===== src/rtl/button_conditioner.sv =====
// N-channel push-button front end: synchroniser, debounce,
// press/release pulses, long-press detection and auto-repeat.
module button_conditioner #(
    parameter int                  NUM_BTNS      = 3,
    parameter int                  CTR_WIDTH     = 18,
    parameter logic [NUM_BTNS-1:0] ACTIVE_LOW    = '0,
    parameter int                  HOLD_WIDTH    = 24,
    parameter int                  LONG_CYCLES   = 12000000,
    parameter int                  REPEAT_CYCLES = 3000000,
    parameter logic [NUM_BTNS-1:0] REPEAT_EN     = '0
) (
    input  logic                clk,
    input  logic                rst,
    input  logic [NUM_BTNS-1:0] btn_raw,
    output logic [NUM_BTNS-1:0] level,
    output logic [NUM_BTNS-1:0] press,
    output logic [NUM_BTNS-1:0] release_pulse,
    output logic [NUM_BTNS-1:0] long_press,
    output logic [NUM_BTNS-1:0] repeat_pulse
);

    typedef enum logic [1:0] {
        IDLE,
        PRESSED,
        HELD
    } state_e;

    localparam longint HOLD_LIM = longint'(1) << HOLD_WIDTH;

    if (LONG_CYCLES < 1 || longint'(LONG_CYCLES) >= HOLD_LIM) begin : g_bad_long
        $error("LONG_CYCLES does not fit in HOLD_WIDTH");
    end
    if (REPEAT_CYCLES < 1 || longint'(REPEAT_CYCLES) >= HOLD_LIM) begin : g_bad_rep
        $error("REPEAT_CYCLES does not fit in HOLD_WIDTH");
    end

    // Thresholds are compared one early so hold never needs the extra bit.
    localparam logic [HOLD_WIDTH-1:0] LONG_M1  = HOLD_WIDTH'(LONG_CYCLES - 1);
    localparam logic [HOLD_WIDTH-1:0] REP_M1   = HOLD_WIDTH'(REPEAT_CYCLES - 1);
    localparam logic [HOLD_WIDTH-1:0] HOLD_MAX = '1;
    localparam logic [CTR_WIDTH-1:0]  CNT_MAX  = '1;

    for (genvar i = 0; i < NUM_BTNS; i++) begin : g_ch
        logic                  s1_q, s1_d;
        logic                  s2_q, s2_d;
        logic [CTR_WIDTH-1:0]  cnt_q, cnt_d;
        logic                  level_q, level_d;
        logic                  press_q, press_d;
        logic                  rel_q, rel_d;
        logic                  long_q, long_d;
        logic                  rep_q, rep_d;
        logic [HOLD_WIDTH-1:0] hold_q, hold_d;
        state_e                state_q, state_d;

        // Synchroniser, debounce filter and edge pulses for this channel.
        always_comb begin
            s1_d    = btn_raw[i] ^ ACTIVE_LOW[i];
            s2_d    = s1_q;
            level_d = level_q;
            cnt_d   = '0;
            if (s2_q != level_q) begin
                if (cnt_q == CNT_MAX) begin
                    level_d = ~level_q;
                end else begin
                    cnt_d = cnt_q + 1'b1;
                end
            end
            press_d = level_d & ~level_q;
            rel_d   = ~level_d & level_q;
        end

        // Hold FSM: release has priority over any threshold in the same cycle.
        always_comb begin
            state_d = state_q;
            hold_d  = hold_q;
            long_d  = 1'b0;
            rep_d   = 1'b0;
            if (rel_d) begin
                state_d = IDLE;
                hold_d  = '0;
            end else if (press_d) begin
                state_d = PRESSED;
                hold_d  = '0;
            end else begin
                unique case (state_q)
                    IDLE: begin
                        hold_d = '0;
                    end
                    PRESSED: begin
                        if (hold_q == LONG_M1) begin
                            long_d  = 1'b1;
                            rep_d   = REPEAT_EN[i];
                            state_d = HELD;
                            hold_d  = '0;
                        end else begin
                            hold_d = hold_q + 1'b1;
                        end
                    end
                    HELD: begin
                        if (REPEAT_EN[i]) begin
                            if (hold_q == REP_M1) begin
                                rep_d  = 1'b1;
                                hold_d = '0;
                            end else begin
                                hold_d = hold_q + 1'b1;
                            end
                        end else if (hold_q != HOLD_MAX) begin
                            hold_d = hold_q + 1'b1;
                        end
                    end
                    default: begin
                        state_d = IDLE;
                        hold_d  = '0;
                    end
                endcase
            end
        end

        // Channel state registers, cleared to not-pressed on reset.
        always_ff @(posedge clk or posedge rst) begin
            if (rst) begin
                s1_q    <= 1'b0;
                s2_q    <= 1'b0;
                cnt_q   <= '0;
                level_q <= 1'b0;
                press_q <= 1'b0;
                rel_q   <= 1'b0;
                long_q  <= 1'b0;
                rep_q   <= 1'b0;
                hold_q  <= '0;
                state_q <= IDLE;
            end else begin
                s1_q    <= s1_d;
                s2_q    <= s2_d;
                cnt_q   <= cnt_d;
                level_q <= level_d;
                press_q <= press_d;
                rel_q   <= rel_d;
                long_q  <= long_d;
                rep_q   <= rep_d;
                hold_q  <= hold_d;
                state_q <= state_d;
            end
        end

        assign level[i]         = level_q;
        assign press[i]         = press_q;
        assign release_pulse[i] = rel_q;
        assign long_press[i]    = long_q;
        assign repeat_pulse[i]  = rep_q;
    end

endmodule

===== config.mk =====
export PLATFORM = sky130hd
export DESIGN_NAME = button_conditioner
export DESIGN_NICKNAME = d
export VERILOG_FILES = /design/src/rtl/button_conditioner.sv
export SDC_FILE = /design/constraint.sdc
export NUM_CORES = 1
export LEC_CHECK = 0
export CAP_MARGIN = 20
export CORE_MARGIN = 8
export CORE_UTILIZATION = 55
export DETAILED_ROUTE_END_ITERATION = 10
export MAX_ROUTING_LAYER = met4
export PLACE_DENSITY = 0.74
export SLEW_MARGIN = 20
export SYNTH_ARGS = -nofsm -noshare
export SYNTH_HDL_FRONTEND = slang
export SYNTH_SLANG_ARGS = --single-unit

===== constraint.sdc =====
create_clock -name clk -period 7.33 [get_ports clk]
set_input_delay 1.0995 -clock clk [delete_from_list [all_inputs] [get_ports clk]]
set_output_delay 1.0995 -clock clk [all_outputs]
set_load 0.02 [all_outputs]

==> reports/qor.csv <==
metric,value,unit
status,completed,
p_comb_share,2.0,%
first_pass_iters,4,
intPower,1.31,mW
grt.busiest_layer,met2,
track_usage,17.4,%
clock_sinks,150,
cts.clk_slew.worst_paths,60,ps
synth_seq_cells,150,
gp_congestion,0.849,
grt_pass1_vias,5607,
switching_share,21.9,%
max_freq,0.257,GHz
initialDrtViolationCount,336,
ys_types,51,
drive_above_1_share,5.92,%
hold_class,register to register,
cts_tree,built,
setup_viol,0,
final_common_cell,dfrtp_1,
hold_depth,0,
tightest_slew,967,ps
critical_path_required,7660,ps
p_per_area,202,mW/mm^2
grt-ovfl-total,0,
ir_worst_vdd,0.189,mV
hold_viol,0,
fp-row-count,43,
finalClockSkew,9.44,ps
cts_post_setup_buffers_inserted,0,
final_cells,957,
syn_area_per_cell,9.97,sq um
cp-end-kind,register,
antenna_found_initial,0,
grt_pass1_wl,25.2,mm
pin_count,20,
fill_cells,1126,
drv_cap,0,
layout_common_cells,"150 x dfrtp_1, 83 x nor2_1, 65 x o21ai_0, 58 x nand3_1, 56 x xor2_1",
cts_buffer_depth,2,
post_cts_resized,0,
min_period,3900,ps
n_antenna_cell,0,
hold_end,g_ch[2].s2_q,
dp_hpwl,9.33,mm
syn2layout_area_growth,10.0,%
multiInputGateArea,0.00352,sq mm
wl_per_cell,14.7,um
vias,5482,
rsz0062_at_grt,no,
cts_hold_buf,0,
synth_edf_count,0,
synth_warnings,0,
gr-usage-met2,29.3,%
seq_area,0.00375,sq mm
fp.dieW,133,um
p_seq_share,50.0,%
power_switching,0.367,mW
io_buffers,16,
avgViaCountPerCell,5.73,
r2r_start,g_ch[1].cnt_q[0],
arrival,4230,ps
wl,14.1,mm
clkPwrFrac,48.1,%
die_h,133,um
min-delay-start,g_ch[2].s1_q,
netlist_instances,759,
rr_worst_depth,12,
core_area,0.0137,sq mm
relSlewSlack,35.6,%
cellLeakagePower,3.46,nW
reg2reg_slack,3430,ps
synth.cell_area,0.00757,sq mm
post-route-period-util,53.2,%
drc,0,
critical_path_class,register to register,
power,1.68,mW
worstSkewPairLatency,420,ps
ys_seq_area_share,49.6,%
use_met3,4.71,%
synth-main-ff-cell,dfrtp_1,
timing.rr.end,g_ch[1].hold_q[18],
nNetsFinal,790,
antenna_left,0,
cts_root_buf,clkbuf_16,
cts_buffers,17,
start_kind,register,
postSynth.asyncResetShare,100,%
fin_setup_tns,0,ps
crit_path_max_fanout,27,
grt_max_degree,80,
finalMaxSlewViolations,0,
gr-usage-met1,19.6,%
start_util,55.4,%
cts.htree.levels,4,
dieArea,0.0178,sq mm
placed_cells,925,
==> power by group through the flow <==
stage / clock, mW / sequential [mW] / combinational (mW)
2_1_floorplan: 0 / 0.853 / 0.0257
3_3_place_gp: 0 / 0.854 / 0.0333
3_5_place_dp: 0 / 0.854 / 0.0343
4_1_cts: 0.828 / 0.840 / 0.0346
5_1_grt: 0.857 / 0.840 / 0.0393
6_report: 0.807 / 0.840 / 0.0330
==> worst max-delay path by stage <==
| stage | from | end | slack, ps | cells after the start |
|---|---|---|---|---|
| 6_report | g_ch[1].cnt_q[0] | g_ch[1].hold_q[18] | 3430 | 12 |
| 5_1_grt | g_ch[1].cnt_q[0] | g_ch[1].hold_q[18] | 3120 | 12 |
| 4_1_cts | g_ch[1].cnt_q[0] | g_ch[1].hold_q[18] | 3420 | 12 |
| 3_5_place_dp | g_ch[1].cnt_q[0] | g_ch[1].hold_q[18] | 3460 | 12 |
| 3_3_place_gp | g_ch[1].cnt_q[0] | g_ch[1].hold_q[18] | 3570 | 12 |
| 2_1_floorplan | rst | g_ch[0].cnt_q[0] | 2190 | 1 |
==> metal layers <==
metal	up-vias	part of all wire, %
met4	0	1.7
met3	26	3.1
met1	2726	44
met2	74	51
li1	2656	-
met5	-	0
==> cell usage after synthesis, types with 3 or more instances <==
| cell type | number | area (sq um) |
|---|---|---|
| a21oi_1 | 8 | 40.0 |
| and2_1 | 4 | 25.0 |
| and3_1 | 23 | 144 |
| and4_1 | 15 | 131 |
| buf_2 | 6 | 30.0 |
| buf_4 | 15 | 113 |
| clkbuf_1 | 11 | 41.3 |
| dfrtp_1 | 150 | 3750 |
| ha_1 | 21 | 263 |
| inv_1 | 26 | 97.6 |
| mux2i_1 | 4 | 40.0 |
| nand2_1 | 41 | 154 |
| nand3_1 | 58 | 290 |
| nand4_1 | 31 | 194 |
| nor2_1 | 83 | 312 |
| nor3_1 | 17 | 85.1 |
| nor4_1 | 13 | 81.3 |
| nor4_2 | 3 | 37.5 |
| o21ai_0 | 65 | 325 |
| o21ai_1 | 10 | 50.1 |
| o2bb2ai_1 | 4 | 35.0 |
| or4_1 | 3 | 22.5 |
| or4bb_1 | 3 | 33.8 |
| xnor2_1 | 55 | 482 |
| xor2_1 | 56 | 490 |
==> area by class of cell <==
cell class	instances	share of cell area, %
Clock inverter	13	1.31
Timing Repair Buffer	18	2.10
Inverter	26	1.23
Clock buffer	19	5.32
Multi-Input combinational cell	551	42.3
Tap cell	180	2.70
Sequential cell	150	45.1
==> registers in the layout, indices dropped and copies added, names as in the netlist <==
signal        cells
g_ch.cnt_q       54
g_ch.hold_q      72
g_ch.level_q      3
g_ch.long_q       3
g_ch.press_q      3
g_ch.rel_q        3
g_ch.s1_q         3
g_ch.s2_q         3
g_ch.state_q      6
==> stage by stage <==
| step | util [%] | area (sq um) | worst slack, ps | hold WS, ps |
|---|---|---|---|---|
| finish | 60.9 | 8330 | 3430 | 352 |
| global route | 60.9 | 8330 | 3120 | 357 |
| CTS | 60.9 | 8330 | 3420 | 358 |
| detailed placement | 56.9 | 7780 | 3460 | 344 |
| global placement | 56.9 | 7780 | 3570 | 334 |
| floorplan | - | 7580 | 2190 | 331 |
==> critical path: stages (launching register included) <==
cell      delay [ps]
dfrtp_1          390
ha_1             220
inv_1             60
nor3_1           480
and4_1           310
mux2i_1          240
inv_1             80
ha_1             220
nor2_1           250
nand4_1          120
or4_1            890
and4_4           350
a211oi_2         180
==> kinds of logic after synthesis <==
kind of cell / after synthesis / synth area share (%)
fa+ha+maj: 21 / 3.47
compound gates: 103 / 7.97
simple gates: 309 / 21.5
xor+xnor: 111 / 12.8
other cells: 1 / 0.0495
mux: 4 / 0.529
flops: 150 / 49.6
buf+inv: 60 / 4.02
Power figures use the tool's default switching activity.
==> RTL edit 1 (config.mk and constraints unchanged) <==
`REPEAT_EN`: '0 -> 1.
--- a/src/rtl/button_conditioner.sv
+++ b/src/rtl/button_conditioner.sv
@@ -7,7 +7,7 @@
     parameter int                  HOLD_WIDTH    = 24,
     parameter int                  LONG_CYCLES   = 12000000,
     parameter int                  REPEAT_CYCLES = 3000000,
-    parameter logic [NUM_BTNS-1:0] REPEAT_EN     = '0
+    parameter logic [NUM_BTNS-1:0] REPEAT_EN     = 1
 ) (
     input  logic                clk,
     input  logic                rst,
Behaviour: no difference found for any inputs over 10 cycles, from zero or initial values and one cycle with rst high; that may be too few to reach the edited logic, so the function may still have changed.
==> RTL edit 1 against the unedited design <==
Routed wire length rose by 1.4%; cell area rose by 2.4%; largest power group is now clock; synthesized area rose by 0.99%; total power rose by 11%; sequential cell count rose by 1; sequential power rose by 0.6%; highest routed layer unchanged; critical endpoint is now g_ch[0].hold_q[4]; hold slack got worse by 0.0012 ns; setup slack improved by 0.41 ns.
==> RTL edit 1: results (changes against the unedited design) <==
| Metric | Value |
|---|---|
| Status | finished clean |
| GPL Wtd Cong | 0.845 (-0.46%) |
| Total number of vias | 5386 (-1.8%) |
| Clock Power | 0.987 mW (+22%) |
| Flop+latch power | 0.845 mW (+0.6%) |
| Adder-Cell Fraction of Synth Area | 0.0344 (-0.000341) |
| Seq/Total Area, Yosys | 0.494 (-0.00160) |
| Most frequent cells after synthesis | dfrtp_1, nor2_1, nand3_1 |
| Drt first pass iters | 5 (+1) |
| Fraction of synthesized area in multiplexers | 0.00671 (+0.00142) |
| DPL Wire Length | 9360 um (+0.28%) |
| Final wirelength | 14300 um (+1.4%) |
| Psw | 0.370 mW (+0.70%) |
| Main area contributors after synthesis | dfrtp_1, xor2_1, xnor2_1 |
| Post-Synthesis Cells | 760 (+0.13%) |
| Max incr delay on CP | 0.78 ns (-0.11 ns) |
| Synth cell types | 55 (+7.8%) |
| Compound-gate portion of the synthesized area | 0.0642 (-0.0155) |
| Sw Ratio | 0.198 (-0.0203) |
| Met1 usage | 0.209 (+0.0133) |
| Max-slew headroom | 0.316 (-0.0392) |
| Pre-CTS setup slack | 3.86 ns (+0.406 ns) |
| WP data arrival | 3.74 ns (-0.49 ns) |
| First-pass GRT wire length | 25300 um (+0.49%) |
| Clock Skews | 0.00678 ns (-0.00265 ns) |
| Slowest CP cell | a2bb2oi_2 |
| Maximum vdd drop | 0.000191 V (+0.79%) |
| Layout net count | 793 (+0.38%) |
| GR Layer Usage met2 | 0.283 (-0.0101) |
| CP max FO | 24 (-11%) |
| Drt wl/cell | 14.8 um (+1.1%) |
RTL edit 1: changes by cell type after synthesis, sizes merged, moves of 5 or more:
cell,delta
o21ai,-26
nor2,+18
inv,+6
clkbuf,-5
RTL edit 1: path summary, 6_finish.rpt:
check                                       from                 to  slack, ns  cells after the start
worst min register to register      g_ch[1].s1_q       g_ch[1].s2_q       0.35                      0
worst max register to register  g_ch[0].cnt_q[0]  g_ch[0].hold_q[4]       3.84                     10
worst min-delay path                g_ch[1].s1_q       g_ch[1].s2_q       0.35                      0
max in group asynchronous                    rst  g_ch[0].hold_q[5]       4.86                      3
min in group asynchronous                    rst  g_ch[2].hold_q[4]       1.21                      2
worst max-delay path            g_ch[0].cnt_q[0]  g_ch[0].hold_q[4]       3.84                     10
RTL edit 1: logic make-up after synthesis:
kind of cell,count (synthesis)
XOR/XNOR,111
buffers and inverters,63
other,1
multiplexers,5
flip-flops,151
AND/OR/NAND/NOR,331
AO/OA/AOI/OAI,77
adder cells (fa/ha/maj),21
RTL edit 1: area by class of cell:
cell class | count | area (sq um)
sequential | 151 | 3780
tap | 180 | 225
clock inverter | 11 | 221
multi-input combinational | 547 | 3550
inverter | 32 | 125
fill | 1111 | 5190
timing repair buffer | 18 | 178
clock buffer | 21 | 450
RTL edit 1: metrics by stage:
step	hold WS [ns]	instance area, sq um
6_report	0.351	8530
3_5_place_dp	0.345	7860
3_3_place_gp	0.335	7860
4_1_cts	0.346	8530
5_1_grt	0.355	8530
2_1_floorplan	0.331	7650
RTL edit 1: layer usage:
metal	vias to the layer above	part of all wire	wire, um
met5	-	0	0
li1	2648	-	-
met4	0	0.012	165
met3	16	0.030	427
met1	2656	0.45	6430
met2	66	0.51	7230
==> RTL edit 2 (config.mk and constraints unchanged) <==
Without the edit above. Re-encode `state_e` (3 states) as one-hot, 3 bits wide.
--- a/src/rtl/button_conditioner.sv
+++ b/src/rtl/button_conditioner.sv
@@ -19,10 +19,10 @@
     output logic [NUM_BTNS-1:0] repeat_pulse
 );
 
-    typedef enum logic [1:0] {
-        IDLE,
-        PRESSED,
-        HELD
+    typedef enum logic [2:0] {
+        IDLE    = 3'b001,
+        PRESSED = 3'b010,
+        HELD    = 3'b100
     } state_e;
 
     localparam longint HOLD_LIM = longint'(1) << HOLD_WIDTH;
Formal check against the unedited RTL: same outputs for any inputs over 10 cycles, from zero or initial values and one cycle with rst high; not proved beyond that.
==> RTL edit 2 against the unedited design <==
Cell area grew 3.6%; routed wire length grew 5.5%; total power grew 5.8%; clock power grew 9.8%; first-iteration DRC count grew 24%; setup slack lost 0.14 ns; sequential cell count grew 3; synthesized area grew 3.8%; largest cell class unchanged.
==> RTL edit 2: results (changes against the unedited design) <==
| Metric | Value |
|---|---|
| Maximum vdd drop | 0.000165 V (-13%) |
| Drt first pass iters | 5 (+1) |
| Share of cells above drive strength 1 | 0.0887 (+0.0295) |
| Final cell count without fillers | 992 (+3.7%) |
| Most frequent cells after synthesis | dfrtp_1, nor2_1, nand3_1, xnor2_1, nand2_1 |
| Vias in the first global route | 5743 (+2.4%) |
| Worst hold margin | 0.348 ns (-0.00387 ns) |
| Fraction of synthesized area in multiplexers | 0.00637 (+0.00108) |
| Worst-Skew Late Latency | 0.43 ns |
| Slowest CP cell | o311ai_1 |
| Top Registers | g_ch.hold_q: 72 flops, g_ch.cnt_q: 54 flops, g_ch.state_q: 9 flops |
| Leak | 3.46 nW (-0.17%) |
| Status | finished clean |
| Total GRT Usage | 0.180 (+0.00579) |
| Initial detailed-routing violation count | 418 (+24%) |
| Reg2reg start | g_ch[1].cnt_q[2] |
| Reg2Reg Depth | 11 (-1) |
| Main area contributors after synthesis | dfrtp_1, xnor2_1, xor2_1 |
| Drt wl/cell | 15.0 um (+1.8%) |
| Hold Startpoint | g_ch[0].s1_q |
| Compound-gate portion of the synthesized area | 0.0921 (+0.0124) |
| Layout net count | 816 (+3.3%) |
| Synth cell types | 58 (+14%) |
| Placed cells | 959 (+3.7%) |
| Pre-CTS setup slack | 3.38 ns (-0.0794 ns) |
| WP data arrival | 4.39 ns (+0.16 ns) |
| Max incr delay on CP | 0.79 ns (-0.10 ns) |
| Clock Skews | 0.00530 ns (-0.00413 ns) |
| Hold EP | g_ch[0].s2_q |
| XOR/XNOR share of the synthesized area | 0.110 (-0.0181) |
| Critical Path Sink | g_ch[1].hold_q[21] |
| Cell Area, Placed | 8000 sq um (+2.9%) |
| Fin crit period | 4.04 ns (+0.144 ns) |
| Vias per cell | 5.83 (+1.8%) |
| Port Buffers | 16 (unchanged) |
| Psw | 0.358 mW (-2.6%) |
| Post-synthesis average cell area | 9.77 sq um (-2.0%) |
## RTL edit 2: cell types whose count changed in the layout (fill, tap and decap cells not counted), sizes merged, moves of 6 or more
cell and delta:
o21ai -20, nor3 +17, xor2 -14, a21oi +11
ha -9, nand4 -7, nor2b +6
## RTL edit 2: power groups by stage
stage / clock network, mW / logic, mW / registers, mW
floorplan: 0 / 0.0278 / 0.870
global placement: 0 / 0.0340 / 0.871
detailed placement: 0 / 0.0351 / 0.871
CTS: 0.902 / 0.0353 / 0.856
global route: 0.942 / 0.0411 / 0.856
finish: 0.886 / 0.0350 / 0.856
## RTL edit 2: kinds of logic (layout without fill, tap and decap cells)
group	after synthesis	after routing
simple gates	347	347
xor+xnor	99	99
buf+inv	77	83
mux	5	5
flops	153	153
compound gates	110	110
fa+ha+maj	12	12
other cells	1	3
## RTL edit 2: worst max-delay path, delay by kind of cell (launching register included)
family                   cells  cell delay [ns]
AO/OA/AOI/OAI                3             1.18
AND/OR/NAND/NOR              5             1.81
buffers and inverters        1             0.08
flip-flops                   1             0.43
adder cells (fa/ha/maj)      1             0.23
multiplexers                 1             0.24
## RTL edit 2: cell type report
class | instances | area (sq um)
Tap cell | 180 | 225
Multi-Input combinational cell | 576 | 3640
Inverter | 31 | 121
Clock buffer | 24 | 482
Fill cell | 1122 | 5310
Timing Repair Buffer | 20 | 203
Sequential cell | 153 | 3830
Clock inverter | 8 | 118
## RTL edit 2: metal layers
layer | part of all wire | track usage | up-vias
met2 | 0.50 | 0.290 | 116
met5 | 0 | - | -
met1 | 0.44 | 0.214 | 2838
met3 | 0.038 | 0.0415 | 25
li1 | - | - | 2803
met4 | 0.017 | 0.0722 | 0
